$ cat src/rtl/multicycle_controller_pkg.sv
// Shared encodings for the multicycle ARM-subset controller: FSM states,
// datapath select codes, condition codes and the per-state control decode.
package controller_pkg;

    typedef enum logic [3:0] {
        S_FETCH, S_DECODE, S_MEMADR, S_MEMRD, S_MEMWB,
        S_MEMWR, S_EXECR, S_EXECI, S_ALUWB, S_BRANCH
    } state_t;

    localparam logic [1:0] IMM8  = 2'b00;
    localparam logic [1:0] IMM12 = 2'b01;
    localparam logic [1:0] BR24  = 2'b10;

    localparam logic [1:0] ALU_ADD = 2'b00;
    localparam logic [1:0] ALU_SUB = 2'b01;
    localparam logic [1:0] ALU_AND = 2'b10;
    localparam logic [1:0] ALU_ORR = 2'b11;

    localparam logic [1:0] RES_ALUOUT = 2'b00;
    localparam logic [1:0] RES_DATA   = 2'b01;
    localparam logic [1:0] RES_ALURES = 2'b10;

    localparam logic [1:0] SRCB_RD2  = 2'b00;
    localparam logic [1:0] SRCB_IMM  = 2'b01;
    localparam logic [1:0] SRCB_FOUR = 2'b10;

    localparam logic [3:0] CC_EQ = 4'h0, CC_NE = 4'h1, CC_CS = 4'h2, CC_CC = 4'h3;
    localparam logic [3:0] CC_MI = 4'h4, CC_PL = 4'h5, CC_VS = 4'h6, CC_VC = 4'h7;
    localparam logic [3:0] CC_HI = 4'h8, CC_LS = 4'h9, CC_GE = 4'hA, CC_LT = 4'hB;
    localparam logic [3:0] CC_GT = 4'hC, CC_LE = 4'hD, CC_AL = 4'hE, CC_NV = 4'hF;

    typedef struct packed {
        logic       next_pc;
        logic       branch;
        logic       regw;
        logic       memw;
        logic       ir_write;
        logic       adr_src;
        logic       alu_src_a;
        logic [1:0] alu_src_b;
        logic [1:0] result_src;
        logic       alu_op;
    } ctrl_t;

    // Raw (ungated) controls for a state; unknown encodings decode to all-zero.
    function automatic ctrl_t state_ctrl(state_t s);
        ctrl_t c;
        c = '0;
        case (s)
            S_FETCH: begin
                c.ir_write   = 1'b1;
                c.next_pc    = 1'b1;
                c.alu_src_a  = 1'b1;
                c.alu_src_b  = SRCB_FOUR;
                c.result_src = RES_ALURES;
            end
            S_DECODE: begin
                c.alu_src_a  = 1'b1;
                c.alu_src_b  = SRCB_FOUR;
                c.result_src = RES_ALURES;
            end
            S_MEMADR: c.alu_src_b = SRCB_IMM;
            S_MEMRD:  c.adr_src = 1'b1;
            S_MEMWB: begin
                c.result_src = RES_DATA;
                c.regw       = 1'b1;
            end
            S_MEMWR: begin
                c.adr_src = 1'b1;
                c.memw    = 1'b1;
            end
            S_EXECR: c.alu_op = 1'b1;
            S_EXECI: begin
                c.alu_src_b = SRCB_IMM;
                c.alu_op    = 1'b1;
            end
            S_ALUWB: c.regw = 1'b1;
            S_BRANCH: begin
                c.alu_src_b  = SRCB_IMM;
                c.result_src = RES_ALURES;
                c.branch     = 1'b1;
            end
            default: ;
        endcase
        return c;
    endfunction

endpackage

$ cat src/rtl/multicycle_controller_if.sv
// Instruction-field inputs and datapath control outputs of the controller.
interface multicycle_controller_if;

    logic [3:0] cond;
    logic [1:0] op;
    logic [5:0] funct;
    logic [3:0] rd;
    logic [3:0] alu_flags;

    logic       pc_write;
    logic       mem_write;
    logic       reg_write;
    logic       ir_write;
    logic       adr_src;
    logic       alu_src_a;
    logic [1:0] alu_src_b;
    logic [1:0] result_src;
    logic [1:0] imm_src;
    logic [1:0] reg_src;
    logic [1:0] alu_control;

    modport master (
        output cond, op, funct, rd, alu_flags,
        input  pc_write, mem_write, reg_write, ir_write, adr_src, alu_src_a,
               alu_src_b, result_src, imm_src, reg_src, alu_control
    );

    modport slave (
        input  cond, op, funct, rd, alu_flags,
        output pc_write, mem_write, reg_write, ir_write, adr_src, alu_src_a,
               alu_src_b, result_src, imm_src, reg_src, alu_control
    );

endinterface

$ cat src/rtl/multicycle_controller_cond_logic.sv
// NZCV flags register, ARM condition evaluation and the per-instruction
// condition-pass register captured at the end of DECODE.
module cond_logic
    import controller_pkg::*;
(
    input  logic       clk,
    input  logic       rst,
    input  logic [3:0] cond,
    input  logic [3:0] alu_flags,
    input  logic       cond_en,
    input  logic [1:0] flag_w,
    output logic       cond_ex_q
);

    logic [3:0] flags;
    logic       n, z, c, v;
    logic       cond_ex;

    assign {n, z, c, v} = flags;

    always_comb begin
        cond_ex = 1'b0;
        case (cond)
            CC_EQ: cond_ex = z;
            CC_NE: cond_ex = ~z;
            CC_CS: cond_ex = c;
            CC_CC: cond_ex = ~c;
            CC_MI: cond_ex = n;
            CC_PL: cond_ex = ~n;
            CC_VS: cond_ex = v;
            CC_VC: cond_ex = ~v;
            CC_HI: cond_ex = c & ~z;
            CC_LS: cond_ex = ~c | z;
            CC_GE: cond_ex = (n == v);
            CC_LT: cond_ex = (n != v);
            CC_GT: cond_ex = ~z & (n == v);
            CC_LE: cond_ex = z | (n != v);
            CC_AL: cond_ex = 1'b1;
            default: cond_ex = 1'b0;
        endcase
    end

    // flag_w[1] writes N,Z; flag_w[0] writes C,V (arithmetic ops only).
    always_ff @(posedge clk or negedge rst) begin
        if (!rst) begin
            flags     <= 4'b0000;
            cond_ex_q <= 1'b0;
        end else begin
            if (cond_en)   cond_ex_q   <= cond_ex;
            if (flag_w[1]) flags[3:2]  <= alu_flags[3:2];
            if (flag_w[0]) flags[1:0]  <= alu_flags[1:0];
        end
    end

endmodule

$ cat src/rtl/multicycle_controller.sv
// Multicycle ARM-subset control unit: main FSM with registered raw controls,
// instruction decode and condition-gated write enables.
module multicycle_controller
    import controller_pkg::*;
(
    input  logic                    clk,
    input  logic                    rst,
    multicycle_controller_if.slave  bus
);

    state_t     state, state_nxt;
    ctrl_t      ctrl;
    logic       cond_ex_q;
    logic       pcs;
    logic [1:0] flag_w;
    logic [1:0] alu_control;

    always_comb begin
        state_nxt = S_FETCH;
        case (state)
            S_FETCH:  state_nxt = S_DECODE;
            S_DECODE: begin
                case (bus.op)
                    2'b00:   state_nxt = bus.funct[5] ? S_EXECI : S_EXECR;
                    2'b01:   state_nxt = S_MEMADR;
                    2'b10:   state_nxt = S_BRANCH;
                    default: state_nxt = S_FETCH;
                endcase
            end
            S_MEMADR: state_nxt = bus.funct[0] ? S_MEMRD : S_MEMWR;
            S_MEMRD:  state_nxt = S_MEMWB;
            S_EXECR,
            S_EXECI:  state_nxt = S_ALUWB;
            default:  state_nxt = S_FETCH;
        endcase
    end

    // Controls are registered from the next state so they line up with state.
    always_ff @(posedge clk or negedge rst) begin
        if (!rst) begin
            state <= S_FETCH;
            ctrl  <= state_ctrl(S_FETCH);
        end else begin
            state <= state_nxt;
            ctrl  <= state_ctrl(state_nxt);
        end
    end

    always_comb begin
        alu_control = ALU_ADD;
        if (ctrl.alu_op) begin
            case (bus.funct[4:1])
                4'b0100: alu_control = ALU_ADD;
                4'b0010: alu_control = ALU_SUB;
                4'b0000: alu_control = ALU_AND;
                4'b1100: alu_control = ALU_ORR;
                default: alu_control = ALU_ADD;
            endcase
        end
    end

    assign flag_w[1] = ctrl.alu_op & bus.funct[0] & cond_ex_q;
    assign flag_w[0] = flag_w[1] & ((alu_control == ALU_ADD) | (alu_control == ALU_SUB));

    cond_logic u_cond (
        .clk       (clk),
        .rst       (rst),
        .cond      (bus.cond),
        .alu_flags (bus.alu_flags),
        .cond_en   (state == S_DECODE),
        .flag_w    (flag_w),
        .cond_ex_q (cond_ex_q)
    );

    assign pcs = ctrl.branch | (ctrl.regw & (bus.rd == 4'hF));

    // Enables are masked by rst so nothing can write while reset is held.
    assign bus.pc_write    = rst & (ctrl.next_pc | (pcs & cond_ex_q));
    assign bus.mem_write   = rst & ctrl.memw & cond_ex_q;
    assign bus.reg_write   = rst & ctrl.regw & cond_ex_q;
    assign bus.ir_write    = rst & ctrl.ir_write;
    assign bus.adr_src     = ctrl.adr_src;
    assign bus.alu_src_a   = ctrl.alu_src_a;
    assign bus.alu_src_b   = ctrl.alu_src_b;
    assign bus.result_src  = ctrl.result_src;
    assign bus.imm_src     = bus.op;
    assign bus.reg_src     = {bus.op == 2'b01, bus.op == 2'b10};
    assign bus.alu_control = alu_control;

endmodule
$ cat src/flat_wrapper.sv
// flat-port wrapper written by rule: the top's interface ports become plain ports
module multicycle_controller_flat import controller_pkg::*;
  (clk, rst, bus_cond, bus_op, bus_funct, bus_rd, bus_alu_flags, bus_pc_write, bus_mem_write, bus_reg_write, bus_ir_write, bus_adr_src, bus_alu_src_a, bus_alu_src_b, bus_result_src, bus_imm_src, bus_reg_src, bus_alu_control);
  multicycle_controller_if bus_i ();
  input  logic clk;
  input  logic rst;
  input wire logic [$bits(bus_i.cond)-1:0] bus_cond;
  input wire logic [$bits(bus_i.op)-1:0] bus_op;
  input wire logic [$bits(bus_i.funct)-1:0] bus_funct;
  input wire logic [$bits(bus_i.rd)-1:0] bus_rd;
  input wire logic [$bits(bus_i.alu_flags)-1:0] bus_alu_flags;
  output wire logic [$bits(bus_i.pc_write)-1:0] bus_pc_write;
  output wire logic [$bits(bus_i.mem_write)-1:0] bus_mem_write;
  output wire logic [$bits(bus_i.reg_write)-1:0] bus_reg_write;
  output wire logic [$bits(bus_i.ir_write)-1:0] bus_ir_write;
  output wire logic [$bits(bus_i.adr_src)-1:0] bus_adr_src;
  output wire logic [$bits(bus_i.alu_src_a)-1:0] bus_alu_src_a;
  output wire logic [$bits(bus_i.alu_src_b)-1:0] bus_alu_src_b;
  output wire logic [$bits(bus_i.result_src)-1:0] bus_result_src;
  output wire logic [$bits(bus_i.imm_src)-1:0] bus_imm_src;
  output wire logic [$bits(bus_i.reg_src)-1:0] bus_reg_src;
  output wire logic [$bits(bus_i.alu_control)-1:0] bus_alu_control;
  assign bus_i.cond = bus_cond;
  assign bus_i.op = bus_op;
  assign bus_i.funct = bus_funct;
  assign bus_i.rd = bus_rd;
  assign bus_i.alu_flags = bus_alu_flags;
  assign bus_pc_write = bus_i.pc_write;
  assign bus_mem_write = bus_i.mem_write;
  assign bus_reg_write = bus_i.reg_write;
  assign bus_ir_write = bus_i.ir_write;
  assign bus_adr_src = bus_i.adr_src;
  assign bus_alu_src_a = bus_i.alu_src_a;
  assign bus_alu_src_b = bus_i.alu_src_b;
  assign bus_result_src = bus_i.result_src;
  assign bus_imm_src = bus_i.imm_src;
  assign bus_reg_src = bus_i.reg_src;
  assign bus_alu_control = bus_i.alu_control;
  multicycle_controller u_core (.clk(clk), .rst(rst), .bus(bus_i));
endmodule
$ cat config.mk
export PLATFORM = sky130hd
export DESIGN_NAME = multicycle_controller_flat
export DESIGN_NICKNAME = d
export VERILOG_FILES = /design/src/rtl/multicycle_controller_pkg.sv /design/src/rtl/multicycle_controller_if.sv /design/src/rtl/multicycle_controller_cond_logic.sv /design/src/rtl/multicycle_controller.sv /design/src/flat_wrapper.sv
export SDC_FILE = /design/constraint.sdc
export NUM_CORES = 1
export LEC_CHECK = 0
export CAP_MARGIN = 20
export CORE_MARGIN = 2
export CORE_UTILIZATION = 55
export DETAILED_ROUTE_END_ITERATION = 8
export DONT_BUFFER_PORTS = 1
export GPL_ROUTABILITY_DRIVEN = 0
export PLACE_DENSITY_LB_ADDON = 0.08
export SYNTH_ARGS = -nofsm -noshare
export SYNTH_HDL_FRONTEND = slang
export SYNTH_HIERARCHICAL = 1
export SYNTH_SLANG_ARGS = --single-unit
$ cat constraint.sdc
create_clock -name clk -period 1.5 [get_ports clk]
set_input_delay 0.15 -clock clk [delete_from_list [all_inputs] [get_ports clk]]
set_output_delay 0.15 -clock clk [all_outputs]
set_load 0.005 [all_outputs]
==> metrics.yaml <==
outcome: "completed"
vdd_drop_max_mv: 0.898
finish.instance_area_um2: 1240
cp.arrival_ns: 1.66
synth_fp_nets: 127
pin_count: 38
insertedDiodeCount: 0
drtPass1Iterations: 4
clk_lat_worst_skew_ns: 0.29
number_of_rows_created_at_floorplan: 16
cts_tree: "done"
total_power_mw: 2.03
final-setup-viol-count: 0
critical_path_required_ns: 1.68
post_drt_wl_per_cell_um: 14.9
cts_post_setup_buffers_inserted: 0
syn_area_um2: 1110
endpoint_kind: "flop"
floorplan.die_area_um2: 2390
maxCapViolations: 0
drc: 0
cts_max_path_buffers: 2
die_width_um: 48.8
area.growth.synth_to_final_pct: 12.3
final.period_utilization_pct: 98.7
grt_first_pass_wirelength_mm: 3.55
die-height_um: 48.8
final_period_minus_worst_setup_slack_ns: 1.48
tritoncts_num_sinks: 19
cts-root-buf: "clkbuf_4"
gr-usage-all-layers_pct: 19.4
grt_max_degree: 20
worst-slew-pin-transition_ns: 0.844
grt_pass1_vias: 755
drt-initial-drc-count: 18
fraction_of_the_yosys_area_taken_by_sequential_cells_pct: 43.3
setup.worst_path.start_class: "flop"
dpl.hpwl_mm: 1.54
slew_margin_rel_pct: 43.6
cp_max_fo: 3
clk_pin_slew_ns: 0.10
drive_gt1_share_pct: 24.6
worst_path_largest_cell_delay_ns: 0.42
route.vias.total: 802
hold_path_class: "input pin to flop"
worst-setup-path-type: "flop to flop"
total_leakage_power_nw: 0.568
synth-warning-count: 6
power.density_cell_area_nw_per_um2: 1630
ys_seq_elements: 19
cpMaxStageDelayCell: "dfrtp_1"
core_area_um2: 1920
number_of_different_library_cells_in_the_post_synthesis_netlist: 40
numCtsBuffers: 3
effective_utilization_at_floorplan_pct: 57.6
antenna_violations_before_repair: 0
overflow: 0
worstPathCellList: "xnor2_2 > or3_1 > a32o_2 > a2bb2oi_2 > o221ai_2"
cts_max_level: 1
asyncSetResetFlopFracSynth_pct: 100
port_buffers: 0
timing_max_transition_violations_final: 0
routed_wirelength_mm: 2.11
timing.fmax_mhz: 675
drtAntennaViolNets: 0
post_drt_via_cell_ratio: 5.69
number_of_hold_violations_in_the_final_report: 0
finalClockSkew_ns: 0.00193
rsz0062_at_grt: "true"
post_synth_inst_count: 105
dpl_cell_area_um2: 1130
ys_dominant_reg_cell: "dfrtp_1"
post_synth.cell_area_avg_um2: 10.5
finish.net_count: 137
synth-edff-count: 0
==> cell families (layout without fill, tap and decap cells) <==
family	count (synthesis)	in the layout	synth area share, %
compound gates	21	21	16.9
simple gates	38	38	21.4
flops	19	19	43.3
mux	7	7	6.90
buf+inv	15	24	7.58
xor+xnor	5	5	3.96
==> power breakdown <==
group | internal, mW | total [mW] | switching (mW)
Combinational | 0.497 | 0.898 | 0.401
Clock | 0.104 | 0.251 | 0.147
Sequential | 0.731 | 0.880 | 0.149
Total | 1.33 | 2.03 | 0.698
==> cell type report <==
cell class / count / area [µm²]
inverter: 5 / 18.8
tap: 27 / 33.8
multi-input combinational: 71 / 552
clock buffer: 4 / 26.3
sequential: 19 / 479
timing repair buffer: 15 / 133
fill: 173 / 679
==> synth_stat cells, types with 2 or more instances <==
cell	number	area (µm²)
o21ai_0	3	15.0
nand2_1	3	11.3
buf_4	7	52.6
inv_1	5	18.8
xnor2_1	4	35.0
clkbuf_1	2	7.51
o21bai_1	4	30.0
dfstp_2	3	78.8
nor3b_1	3	22.5
and3_1	3	18.8
mux2i_1	2	20.0
and2_1	3	18.8
or3_1	2	12.5
a31oi_1	2	12.5
a21oi_1	3	15.0
and3b_1	2	17.5
nor2_1	8	30.0
nor2b_1	3	18.8
nor3_1	3	15.0
dfrtp_1	16	400
mux2_2	5	56.3
==> worst max-delay path: cells and delay by family, from the launching register on <==
family	cells	cell delay, ns
flip-flops	1	0.42
XOR/XNOR	1	0.16
AND/OR/NAND/NOR	1	0.31
AO/OA/AOI/OAI	3	0.47
==> final timing paths <==
check | endpoint | depth (start not counted) | start | slack [ns]
max in group asynchronous | u_core/state[1] | 1 | rst | 0.59
max reg2reg | u_core/u_cond/cond_ex_q | 5 | u_core/u_cond/flags[0] | 0.02
min | u_core/bus.alu_src_a | 2 | bus_op[1] | 0.03
min in group asynchronous | u_core/u_cond/cond_ex_q | 1 | rst | 0.40
max | u_core/u_cond/cond_ex_q | 5 | u_core/u_cond/flags[0] | 0.02
min reg2reg | u_core/state[1] | 1 | u_core/state[3] | 0.50
==> placed cells by master (no fill, tap or decap), types with 4 or more instances in the layout <==
cell / Yosys / final
dfrtp_1: 16 / 16
nor2_1: 8 / 8
dlygate4sd3_1: 0 / 8
buf_4: 7 / 7
inv_1: 5 / 5
mux2_2: 5 / 5
o21bai_1: 4 / 4
==> per-layer routing <==
layer  wire [µm]  global-route usage (%)  vias to the layer above
met5           0                       0                        -
met4          24                    5.71                        0
met3         176                    5.21                        2
met2         914                    30.1                       35
met1         991                    26.8                      382
li1            -                       -                      383
==> sequential cells by signal, summed over array words and instances (netlist names) <==
| signal | cells |
|---|---|
| u_core/u_cond/flags | 4 |
| u_core/bus.alu_src_b | 1 |
| u_core/bus.adr_src | 1 |
| u_core/ctrl | 5 |
| u_core/u_cond/cond_ex_q | 1 |
| u_core/bus.alu_src_a | 1 |
| u_core/state | 4 |
| u_core/bus.result_src | 2 |
==> repair_timing <==
item / 4_1_cts / 5_1_grt
hold buffers: 8 / 0
hold endpoints to repair: 27 / 0
gates resized for setup: 0 / 2
setup endpoints to repair: 0 / 1
==> metrics by stage <==
step | cells | hold WS [ns] | setup WS (ns) | util, % | TNS, ns
after floorplan | 105 | -0.146 | 0.0651 | - | 0
after global placement | 129 | -0.145 | 0.0670 | 58.7 | 0
after detailed placement | 129 | -0.145 | 0.0196 | 58.7 | 0
after CTS | 141 | 0.0148 | 0.00524 | 64.2 | 0
after global routing | 141 | 0.0204 | -0.00744 | 64.6 | -0.00744
final | 141 | 0.0266 | 0.0193 | 64.6 | 0
No activity file was read; power rests on OpenSTA's default activity.
